### config.mk
export PLATFORM = sky130hd
export DESIGN_NAME = wave_gen_dds
export DESIGN_NICKNAME = d
export VERILOG_FILES = /design/src/rtl/wave_gen_dds.sv
export SDC_FILE = /design/constraint.sdc
export NUM_CORES = 1
export LEC_CHECK = 0
export CORE_MARGIN = 10
export CORE_UTILIZATION = 45
export CTS_CLUSTER_SIZE = 12
export DETAILED_ROUTE_END_ITERATION = 7
export PLACE_DENSITY = 0.72
export SLEW_MARGIN = 40
export SYNTH_ARGS = -nofsm -noshare
export SYNTH_HDL_FRONTEND = slang
export SYNTH_SLANG_ARGS = --single-unit
### constraint.sdc
create_clock -name clk -period 7.5 [get_ports clk]
set_input_delay 2.25 -clock clk [delete_from_list [all_inputs] [get_ports clk]]
set_output_delay 2.25 -clock clk [all_outputs]
set_load 0.005 [all_outputs]
### src/rtl/wave_gen_dds.sv
// wave_gen_dds: phase-accumulator waveform generator (OFF/SAW/TRI/SQR)
// with programmable step, amplitude and square duty.
// Ports:
//   clk, rst        - clock, asynchronous active-high reset
//   en              - advance enable; low freezes phase and pipeline
//   cmd_valid/ready - command handshake; cmd_mode/step/amp/duty payload
//   wave_out        - scaled sample, two enabled cycles behind the phase
//   wave_valid      - en delayed through the two pipeline stages
//   wrap            - one-cycle pulse when the phase accumulator carries out
module wave_gen_dds #(
    parameter int DATA_W  = 8,
    parameter int PHASE_W = 16
) (
    input  logic               clk,
    input  logic               rst,
    input  logic               en,
    input  logic               cmd_valid,
    output logic               cmd_ready,
    input  logic [1:0]         cmd_mode,
    input  logic [PHASE_W-1:0] cmd_step,
    input  logic [DATA_W-1:0]  cmd_amp,
    input  logic [DATA_W-1:0]  cmd_duty,
    output logic [DATA_W-1:0]  wave_out,
    output logic               wave_valid,
    output logic               wrap
);

    typedef enum logic [1:0] {
        M_OFF = 2'd0,
        M_SAW = 2'd1,
        M_TRI = 2'd2,
        M_SQR = 2'd3
    } mode_e;

    localparam logic [DATA_W-1:0] ONES = '1;
    localparam logic [DATA_W-1:0] HALF = {1'b1, {(DATA_W-1){1'b0}}};

    // active settings
    mode_e               mode_q,  mode_d;
    logic [PHASE_W-1:0]  step_q,  step_d;
    logic [DATA_W-1:0]   amp_q,   amp_d;
    logic [DATA_W-1:0]   duty_q,  duty_d;
    logic [PHASE_W-1:0]  phase_q, phase_d;

    // pending command, applied at the next period boundary
    logic                pend_q,  pend_d;
    mode_e               pmode_q, pmode_d;
    logic [PHASE_W-1:0]  pstep_q, pstep_d;
    logic [DATA_W-1:0]   pamp_q,  pamp_d;
    logic [DATA_W-1:0]   pduty_q, pduty_d;

    // pipeline
    logic [DATA_W-1:0]   raw_q,   raw_d;
    logic [DATA_W-1:0]   ramp_q;
    logic [DATA_W-1:0]   wave_q,  wave_d;
    logic                v1_q,    v2_q;
    logic                wrap_q;

    logic [PHASE_W:0]    sum;
    logic                adv;
    logic                carry;
    logic                accept;
    logic                apply;

    logic [DATA_W-1:0]   p;
    logic [DATA_W-1:0]   tri_up;
    logic [DATA_W-1:0]   tri_dn;
    logic [DATA_W:0]     amp_p1;
    logic [2*DATA_W:0]   prod;
    logic                unused_prod;

    assign cmd_ready = ~pend_q;

    always_comb begin
        sum    = {1'b0, phase_q} + {1'b0, step_q};
        adv    = en && (mode_q != M_OFF);
        carry  = adv && sum[PHASE_W];
        accept = cmd_valid && !pend_q;
        // with step=0 the period never ends, so apply right away
        apply  = pend_q && (carry || (step_q == '0));

        mode_d  = mode_q;
        step_d  = step_q;
        amp_d   = amp_q;
        duty_d  = duty_q;
        phase_d = phase_q;
        pend_d  = pend_q;
        pmode_d = pmode_q;
        pstep_d = pstep_q;
        pamp_d  = pamp_q;
        pduty_d = pduty_q;

        if (adv) begin
            phase_d = sum[PHASE_W-1:0];
        end

        if (apply) begin
            mode_d = pmode_q;
            step_d = pstep_q;
            amp_d  = pamp_q;
            duty_d = pduty_q;
            pend_d = 1'b0;
            if (pmode_q == M_OFF) begin
                phase_d = '0;
            end
        end

        // accept and apply are exclusive: accept needs pend_q low
        if (accept) begin
            if (mode_q == M_OFF) begin
                mode_d  = mode_e'(cmd_mode);
                step_d  = cmd_step;
                amp_d   = cmd_amp;
                duty_d  = cmd_duty;
                phase_d = '0;
            end else begin
                pend_d  = 1'b1;
                pmode_d = mode_e'(cmd_mode);
                pstep_d = cmd_step;
                pamp_d  = cmd_amp;
                pduty_d = cmd_duty;
            end
        end
    end

    // stage 1: shape the top phase bits into a raw sample
    always_comb begin
        p      = phase_q[PHASE_W-1 -: DATA_W];
        tri_up = {p[DATA_W-2:0], 1'b0};
        // odd LSB on the way down keeps the ramp symmetric: peak 2^W-2
        tri_dn = ~{p[DATA_W-2:0], 1'b1};
        raw_d  = '0;
        unique case (mode_q)
            M_SAW:   raw_d = p;
            M_TRI:   raw_d = p[DATA_W-1] ? tri_dn : tri_up;
            M_SQR:   raw_d = (p < duty_q) ? ONES : '0;
            default: raw_d = '0;
        endcase
    end

    // stage 2: scale by (amp+1)/2^W; amp travels with its sample
    always_comb begin
        amp_p1 = {1'b0, ramp_q} + {{DATA_W{1'b0}}, 1'b1};
        prod   = {{(DATA_W+1){1'b0}}, raw_q} * {{DATA_W{1'b0}}, amp_p1};
        wave_d = prod[2*DATA_W-1:DATA_W];
    end

    assign unused_prod = ^{prod[2*DATA_W], prod[DATA_W-1:0]};

    always_ff @(posedge clk or posedge rst) begin
        if (rst) begin
            mode_q  <= M_OFF;
            step_q  <= '0;
            amp_q   <= ONES;
            duty_q  <= HALF;
            phase_q <= '0;
            pend_q  <= 1'b0;
            pmode_q <= M_OFF;
            pstep_q <= '0;
            pamp_q  <= ONES;
            pduty_q <= HALF;
            raw_q   <= '0;
            ramp_q  <= ONES;
            wave_q  <= '0;
            v1_q    <= 1'b0;
            v2_q    <= 1'b0;
            wrap_q  <= 1'b0;
        end else begin
            mode_q  <= mode_d;
            step_q  <= step_d;
            amp_q   <= amp_d;
            duty_q  <= duty_d;
            phase_q <= phase_d;
            pend_q  <= pend_d;
            pmode_q <= pmode_d;
            pstep_q <= pstep_d;
            pamp_q  <= pamp_d;
            pduty_q <= pduty_d;
            if (en) begin
                raw_q  <= raw_d;
                ramp_q <= amp_q;
                wave_q <= wave_d;
            end
            v1_q   <= en;
            v2_q   <= v1_q;
            wrap_q <= carry;
        end
    end

    assign wave_out   = wave_q;
    assign wave_valid = v2_q;
    assign wrap       = wrap_q;

endmodule

==> metrics list, run 1 <==
- Run status: complete, no violations
- At the pin with the least slew margin, the transition time is 0.797 ns.
- Setup TNS Final: 0 ns
- Worst-path maximum fanout: 11
- Arrival @ worst endpoint: 6.15 ns
- Based on the critical path, the design can be clocked at up to 169 MHz.
- After legalization and detailed placement, the total HPWL measured 11.4 mm.
- In this run, the number of DRC markers left after iteration 0 of detailed routing was 243.
- Number of enable-type register cells in the synthesized netlist: 0
- Clock Skews: 0.00593 ns
- DIE HEIGHT: 151 um
- Clk root buf: sky130_fd_sc_hd__clkbuf_16
- The number of buffers and inverters on the critical path is 1.
- The most numerous cell type found on the critical path is sky130_fd_sc_hd__fa_1.
- Crit start category: register
* Compound-cell area share of the yosys netlist: 0.102
- Count of final setup violators: 0
* Initial Utilization: 0.461
* Max_slew headroom: 0.465
* Most common cell after layout, fill and taps aside: sky130_fd_sc_hd__dfrtp_1
- Num Clock Sinks: 112
* Leading register cell type out of synthesis: sky130_fd_sc_hd__dfrtp_1
- The portion of synthesized area spent on multiplexers is 0.117.
- Global router's overall resource usage: 0.144
- After synthesis the netlist holds a flip-flop and latch count of 112.
* Synth async-reset ratio: 1.00
- Synth Area in Adders: 0.198
- Max-cap violations in this run came to 0.
* Antenna violations before repair: 0
* Simple-Gate Fraction of Synth Area: 0.131
* Number of warnings issued by yosys: 0
- The smallest clock period supported by the final layout is computed as 5.90 ns.
* Final Net Count: 914
- Of the total synthesized cell area, the portion taken by XOR and XNOR cells is 0.0399.
- Leaving out fill and tap cells, the most frequent cells in the layout are sky130_fd_sc_hd__dfrtp_1, sky130_fd_sc_hd__nand2_1, sky130_fd_sc_hd__ha_1.
- The floorplan has 47 rows.
- Full die area: 0.0227 mm^2
- Largest stage delay, worst path: 0.65 ns
* Number of post-CTS setup repair buffers: 0
- Setup slack of the critical path after layout: 1.60 ns
- TritonCTS clock tree: done
- Syn nets: 876
- The worst setup path is captured at a register.
* Final count of hold timing violations: 0
- Main combinational cell family by area after synthesis: adder cells
- Dividing the detail-routed via count by the number of cells gives 5.25.
- The clock passes through at most 2 buffers.
- Worst setup timing slack at the placement stage: 1.59 ns
- The total overflow left after global routing is 0.
- The cell area that synthesis handed to floorplanning was 0.00768 mm^2.
- For this run, the detailed router's first-pass iteration total came to 4.
- Post-Syn Area per Cell: 10.4 um^2
- Req. time, crit path: 7.75 ns
* CTS HTree Levels: 3
- In the final routed layout, each cell accounts on average for 15.5 um.
- Setup repair after global routing left no endpoint under its margin.
* Synthesized instance count: 741
- Once placement finished, the instance area stood at 0.00841 mm^2.
- I/O pin total: 49
* DRC: 0
- After routing the design area is 0.00868 mm^2.
- The count of nets left with antenna violations once routing finished came out at 0.
- After clock tree synthesis, the clock-pin slew on the worst setup and hold paths is 0.07 ns.
- In the final layout, the share of cells above drive strength 1 is 0.139.
* Worst hold-check path type: register to register
- Family with the most delay on the worst path: adder cells
- Once the clock tree was built, the resizer swapped 0 gates to a different size.
- Critical setup path kind: register to register
- Worst hold margin: 0.361 ns
* Share of synthesized area occupied by flip-flops and latches: 0.369
* Routed wire length: 15.5 mm
* Worst path slowest cell: sky130_fd_sc_hd__dfstp_2
- The core region is 0.0166 mm^2.
- Walking the worst path, the cells encountered are ha_1 > nand3_1 > xor2_1 > nand2b_1 > fa_1 > fa_1 > inv_1 > fa_1 > fa_1 > ha_1 > a2111oi_2 > o41ai_1 > a221oi_2 > nor2_2 > a2111oi_4 > o21bai_2 > xor2_1 > mux2_2.
- TritonCTS created 9 clock buffers.
- Max-slew violation count: 0
- Clock latency on the worst-skew pair, taken at its later pin, is 0.36 ns.
- The layout has 1485 filler cells.
- Number of distinct library cells after synthesis: 49
* Number of global-route vias before repair: 5476
- Placer's final routability congestion estimate: 0.864
- Hold repair after CTS inserted 0 buffers.
- The area growth from synthesis to layout is 13.1%.
- In the finished design, the share of the clock period the worst path needs comes to 0.787.
- Total vias in the final route: 5272
- The count of buffers added on input and output ports is 48.
* Floorplan die width: 151 um
* Pin count of the biggest net entering global routing: 74
* Wire length of the first global-routing pass: 26.9 mm
- 0 antenna diodes ended up in the layout.
[routing by layer]
metal,vias up,global-route usage,part of all wire
li1,2581,-,-
met1,2609,0.175,0.45
met2,69,0.252,0.50
met3,13,0.0357,0.033
met4,0,0.0332,0.013
met5,-,0,0
[worst reg2reg max path, stage by stage (launching register included)]
cell	delay, ns
sky130_fd_sc_hd__dfstp_2	0.65
sky130_fd_sc_hd__ha_1	0.25
sky130_fd_sc_hd__nand3_1	0.11
sky130_fd_sc_hd__xor2_1	0.53
sky130_fd_sc_hd__nand2b_1	0.22
sky130_fd_sc_hd__fa_1	0.44
sky130_fd_sc_hd__fa_1	0.49
sky130_fd_sc_hd__inv_1	0.05
sky130_fd_sc_hd__fa_1	0.50
sky130_fd_sc_hd__fa_1	0.49
sky130_fd_sc_hd__ha_1	0.25
sky130_fd_sc_hd__a2111oi_2	0.27
sky130_fd_sc_hd__o41ai_1	0.17
sky130_fd_sc_hd__a221oi_2	0.42
sky130_fd_sc_hd__nor2_2	0.10
sky130_fd_sc_hd__a2111oi_4	0.37
sky130_fd_sc_hd__o21bai_2	0.09
sky130_fd_sc_hd__xor2_1	0.14
sky130_fd_sc_hd__mux2_2	0.26
[through the flow]
| stage | cells | util |
|---|---|---|
| global placement | 987 | 0.503 |
| finish | 1004 | 0.522 |
| floorplan | 741 | - |
| detailed placement | 988 | 0.506 |
| CTS | 1004 | 0.522 |
| global route | 1004 | 0.522 |
[kinds of logic after synthesis]
kind of cell,after synthesis
fa+ha+maj,97
compound gates,123
mux,84
buf+inv,83
flops,112
xor+xnor,35
simple gates,207
[sequential cells by signal (all words and copies together) (netlist names)]
name and flops:
raw_q 8, duty_q 8, wrap 1, phase_q 16, wave_out 8, v1_q 1
ramp_q 8, mode_q 2, pduty_q 8, pend_q 1, amp_q 8, pamp_q 8
wave_valid 1, pstep_q 16, step_q 16, pmode_q 2
[synthesized netlist by cell type, drive strengths merged (4+ instances only)]
library cell	n	area share
dfrtp	86	0.28
nand2	74	0.036
ha	56	0.091
inv	54	0.026
mux2	48	0.070
o21ai	45	0.029
fa	41	0.11
nor2	38	0.019
mux2i	36	0.047
nor2b	35	0.029
a21oi	31	0.020
dfstp	26	0.089
clkbuf	22	0.011
and2	20	0.016
xnor2	18	0.021
xor2	17	0.019
nand2b	12	0.0098
a22oi	10	0.0098
nand3	10	0.0065
a21o	8	0.0078
buf	7	0.0055
o21bai	6	0.0064
and3	4	0.0033
nand4	4	0.0033
nor4	4	0.0033
o21a	4	0.0039
[final timing paths]
path | cells after the start | start | endpoint | slack, ns
worst max-delay path | 18 | ramp_q[0]$_DFFE_PP1P_ | wave_out[6]$_DFFE_PP0P_ | 1.60
worst min-delay path | 0 | v1_q$_DFF_PP0_ | wave_valid$_DFF_PP0_ | 0.36
worst max register to register | 18 | ramp_q[0]$_DFFE_PP1P_ | wave_out[6]$_DFFE_PP0P_ | 1.60
worst min register to register | 0 | v1_q$_DFF_PP0_ | wave_valid$_DFF_PP0_ | 0.36
max in group asynchronous | 3 | rst | wave_out[7]$_DFFE_PP0P_ | 4.14
min in group asynchronous | 2 | rst | pstep_q[5]$_DFFE_PP0P_ | 2.37
[final cells by class]
type                       count  area [um^2]  share of cell area
multi-input combinational    546         4530               0.522
sequential                   112         2840               0.326
timing repair buffer          56          561              0.0645
tap                          220          275              0.0317
clock buffer                   9          225              0.0259
inverter                      54          208              0.0239
clock inverter                 7         46.3             0.00533
Power of run 1 is not shown: default switching activity piles up to over one toggle a cycle in this logic, so the estimate is an artifact.
==> run 2: changes to the inputs <==
==> constraint.sdc (replaced) <==
create_clock -name clk -period 6.2 [get_ports clk]
set_input_delay 1.86 -clock clk [delete_from_list [all_inputs] [get_ports clk]]
set_output_delay 1.86 -clock clk [all_outputs]
set_load 0.005 [all_outputs]
==> run 2 against run 1 <==
Against the previous run:
- via count fell by 0.78%
- die area did not move
- maximum frequency increased by 4.9%
- hold slack lost 0.011 ns
- first-iteration DRC count rose by 35%
- routed wire length increased by 2.5%
- sequential share of layout area down 0.42 points
- clock skew grew 0.0012 ns
- sequential cell count did not move
- critical endpoint unchanged
==> metrics list, run 2 (synthesized netlist as in run 1, its figures left out) <==
- The library cell used most frequently in the layout, excluding fill and tap cells, is sky130_fd_sc_hd__dfrtp_1.
- In this run the critical register-to-register path is launched from ramp_q[1]$_DFFE_PP1P_.
- The number of post-CTS setup repair buffers came to 0 (unchanged).
* Time the final worst path needs with I/O delays and setup: 5.62 ns (-0.278 ns)
- Worst hold-check path type: register to register
* Max_slew headroom: 0.591 (+0.126)
* Post-DRT Antenna Nets: 0 (unchanged)
- Worst hold path startpoint: v1_q$_DFF_PP0_
- The number of gates given a new drive strength after cts was 0 (unchanged).
- Share of the cycle needed by the critical path after routing: 0.907 (+0.120)
- Highest Clock Rate: 178 MHz (+4.9%)
- The number of endpoints with negative hold slack in the final report came to 0 (unchanged).
* Largest stage delay, worst path: 0.55 ns (-0.10 ns)
* Floorplan die width: 151 um (unchanged)
* Setup repair after global routing missed its margin: false
- I/O pin total: 49 (unchanged)
- Run status: complete, no violations
- The layout net count was 920 (+0.66%).
- The number of DRC violations after detailed routing is 0 (unchanged).
- The vertical extent of the die was 151 um (unchanged).
- Worst path slowest cell: sky130_fd_sc_hd__dfstp_2
* Number of clock buffers inserted by TritonCTS: 9 (unchanged)
* Floorplan Core Area: 0.0166 mm^2 (unchanged)
- The first-pass GRT wire length came to 27.4 mm (+2.1%).
- Non-filler cells, final: 1010 (+0.60%)
- # hold bufs at CTS: 0 (unchanged)
- The die footprint came to 0.0227 mm^2 (unchanged).
- Detailed placer's ending HPWL: 11.8 mm (+3.3%)
* Total vias in the final route: 5231 (-0.78%)
- The number of buffers on the longest clock path came to 2 (unchanged).
- Drt initial violations: 329 (+35%)
- TritonCTS built the clock tree.
* Avg WL per Cell: 15.8 um (+1.9%)
* Pin count of the biggest net entering global routing: 47 (-36%)
* Count of final setup violators: 0 (unchanged)
- The number of antenna violations at the first check in global routing was 0 (unchanged).
- Routed wire length: 15.9 mm (+2.5%)
- Global router's overall resource usage: 0.148 (+0.00370)
- Clock transition at path regs: 0.08 ns (about the same)
- Count of buffers inserted at the top-level ports: 48 (unchanged)
- The via-per-instance ratio is 5.18 (-1.4%).
* P&R area growth vs syn: 14.6%
- Placer's final routability congestion estimate: 0.850 (-1.6%)
- The layout cell share with drive strength beyond 1 is 0.146 (+0.00654).
- Overall overflow remaining after global route: 0 (unchanged)
- The total number of placement rows is 47 (unchanged).
- The number of global-route vias before repair is 5512 (+0.66%).
- The tree is rooted in a sky130_fd_sc_hd__clkbuf_16.
- Num Clock Sinks: 112 (unchanged)
- The deepest level of the CTS H-tree is 3 (unchanged).
- The worst setup skew after layout is 0.00715 ns (+0.00123 ns).
* Setup TNS Final: 0 ns (unchanged)
- The diode insertion count for antenna repair came to 0 (unchanged).
* Start point of the critical path: ramp_q[1]$_DFFE_PP1P_
- Router iterations before antenna repair: 5 (+1)
- The max capacitance violation total is 0 (unchanged).
- Critical Path, Cell by Cell: ha_1 > nand3_1 > xor2_1 > nand2b_1 > fa_1 > fa_1 > inv_1 > fa_1 > fa_1 > ha_1 > a2111oi_2 > o41ai_1 > a221oi_2 > nor2_2 > a2111oi_4 > o21bai_2 > xor2_1 > mux2_2
- Actual transition at the worst max-transition pin: 0.614 ns (-0.183 ns)
* Crit start category: register
- Highest-count cells in the layout ignoring fill and taps: sky130_fd_sc_hd__dfrtp_1, sky130_fd_sc_hd__nand2_1, sky130_fd_sc_hd__ha_1
- Most used cell along the critical path: sky130_fd_sc_hd__fa_1
- STA classifies the critical path endpoint as a register.
- The effective utilization at floorplan was 0.461 (unchanged).
- The critical path arrival is 5.87 ns (-0.28 ns).
* Worst-path maximum fanout: 6 (-5)
- Top flop regs: phase_q x16, pstep_q x16, step_q x16
* Req. time, crit path: 6.45 ns (-1.30 ns)
- The number of max-slew violations in the final report came to 0 (unchanged).
- Inst Count DP: 994 (+0.61%)
* Critical setup path kind: register to register
* Source-to-sink clock delay at the later pin of the worst-skew pair: 0.36 ns (about the same)
[run 2: cell count changes in the layout (fill, tap and decap cells not counted), moves of 2 or more]
cell	previous run	this run
sky130_fd_sc_hd__clkinv_2	3	0
sky130_fd_sc_hd__buf_4	7	13
sky130_fd_sc_hd__bufinv_16	0	2
sky130_fd_sc_hd__clkbuf_8	0	3
[run 2: final cells by class]
cell class              count  area [um^2]
well taps                 220          275
repair buffers             62          606
fillers                  1448         7850
flip-flops and latches    112         2840
inverters                  54          205
multi-input cells         546         4530
clock inverters             3         71.3
clock buffers              13          270
[run 2: through the flow]
step | cell area (um^2) | util | setup slack [ns] | hold WS (ns)
global route | 8800 | 0.529 | 0.227 | 0.375
finish | 8800 | 0.529 | 0.576 | 0.350
CTS | 8800 | 0.529 | 0.508 | 0.351
global placement | 8420 | 0.506 | 0.631 | 0.336
floorplan | 7680 | - | 0.791 | 0.331
detailed placement | 8460 | 0.508 | 0.531 | 0.335
[run 2: worst paths after layout]
kind                                           end  slack (ns)  depth (start not counted)
hold / removal                wave_valid$_DFF_PP0_        0.35                          0
hold reg to reg               wave_valid$_DFF_PP0_        0.35                          0
max in group asynchronous  wave_out[7]$_DFFE_PP0P_        3.37                          3
min in group asynchronous   pstep_q[4]$_DFFE_PP0P_        1.87                          2
setup / recovery           wave_out[6]$_DFFE_PP0P_        0.58                         18
setup reg to reg           wave_out[6]$_DFFE_PP0P_        0.58                         18
[run 2: per-layer routing]
metal / share of wire / track usage
met5: 0 / 0
met4: 0.011 / 0.0318
met3: 0.026 / 0.0312
met2: 0.52 / 0.266
met1: 0.44 / 0.178
[run 2: worst max-delay path, delay by kind of cell, from the launching register on]
| family | cells | cell delay, ns |
|---|---|---|
| adder cells (fa/ha/maj) | 6 | 2.39 |
| AO/OA/AOI/OAI | 5 | 1.31 |
| XOR/XNOR | 2 | 0.56 |
| flip-flops | 1 | 0.55 |
| AND/OR/NAND/NOR | 3 | 0.40 |
| multiplexers | 1 | 0.25 |
| buffers and inverters | 1 | 0.05 |
Power of run 2 is left out for the same reason.
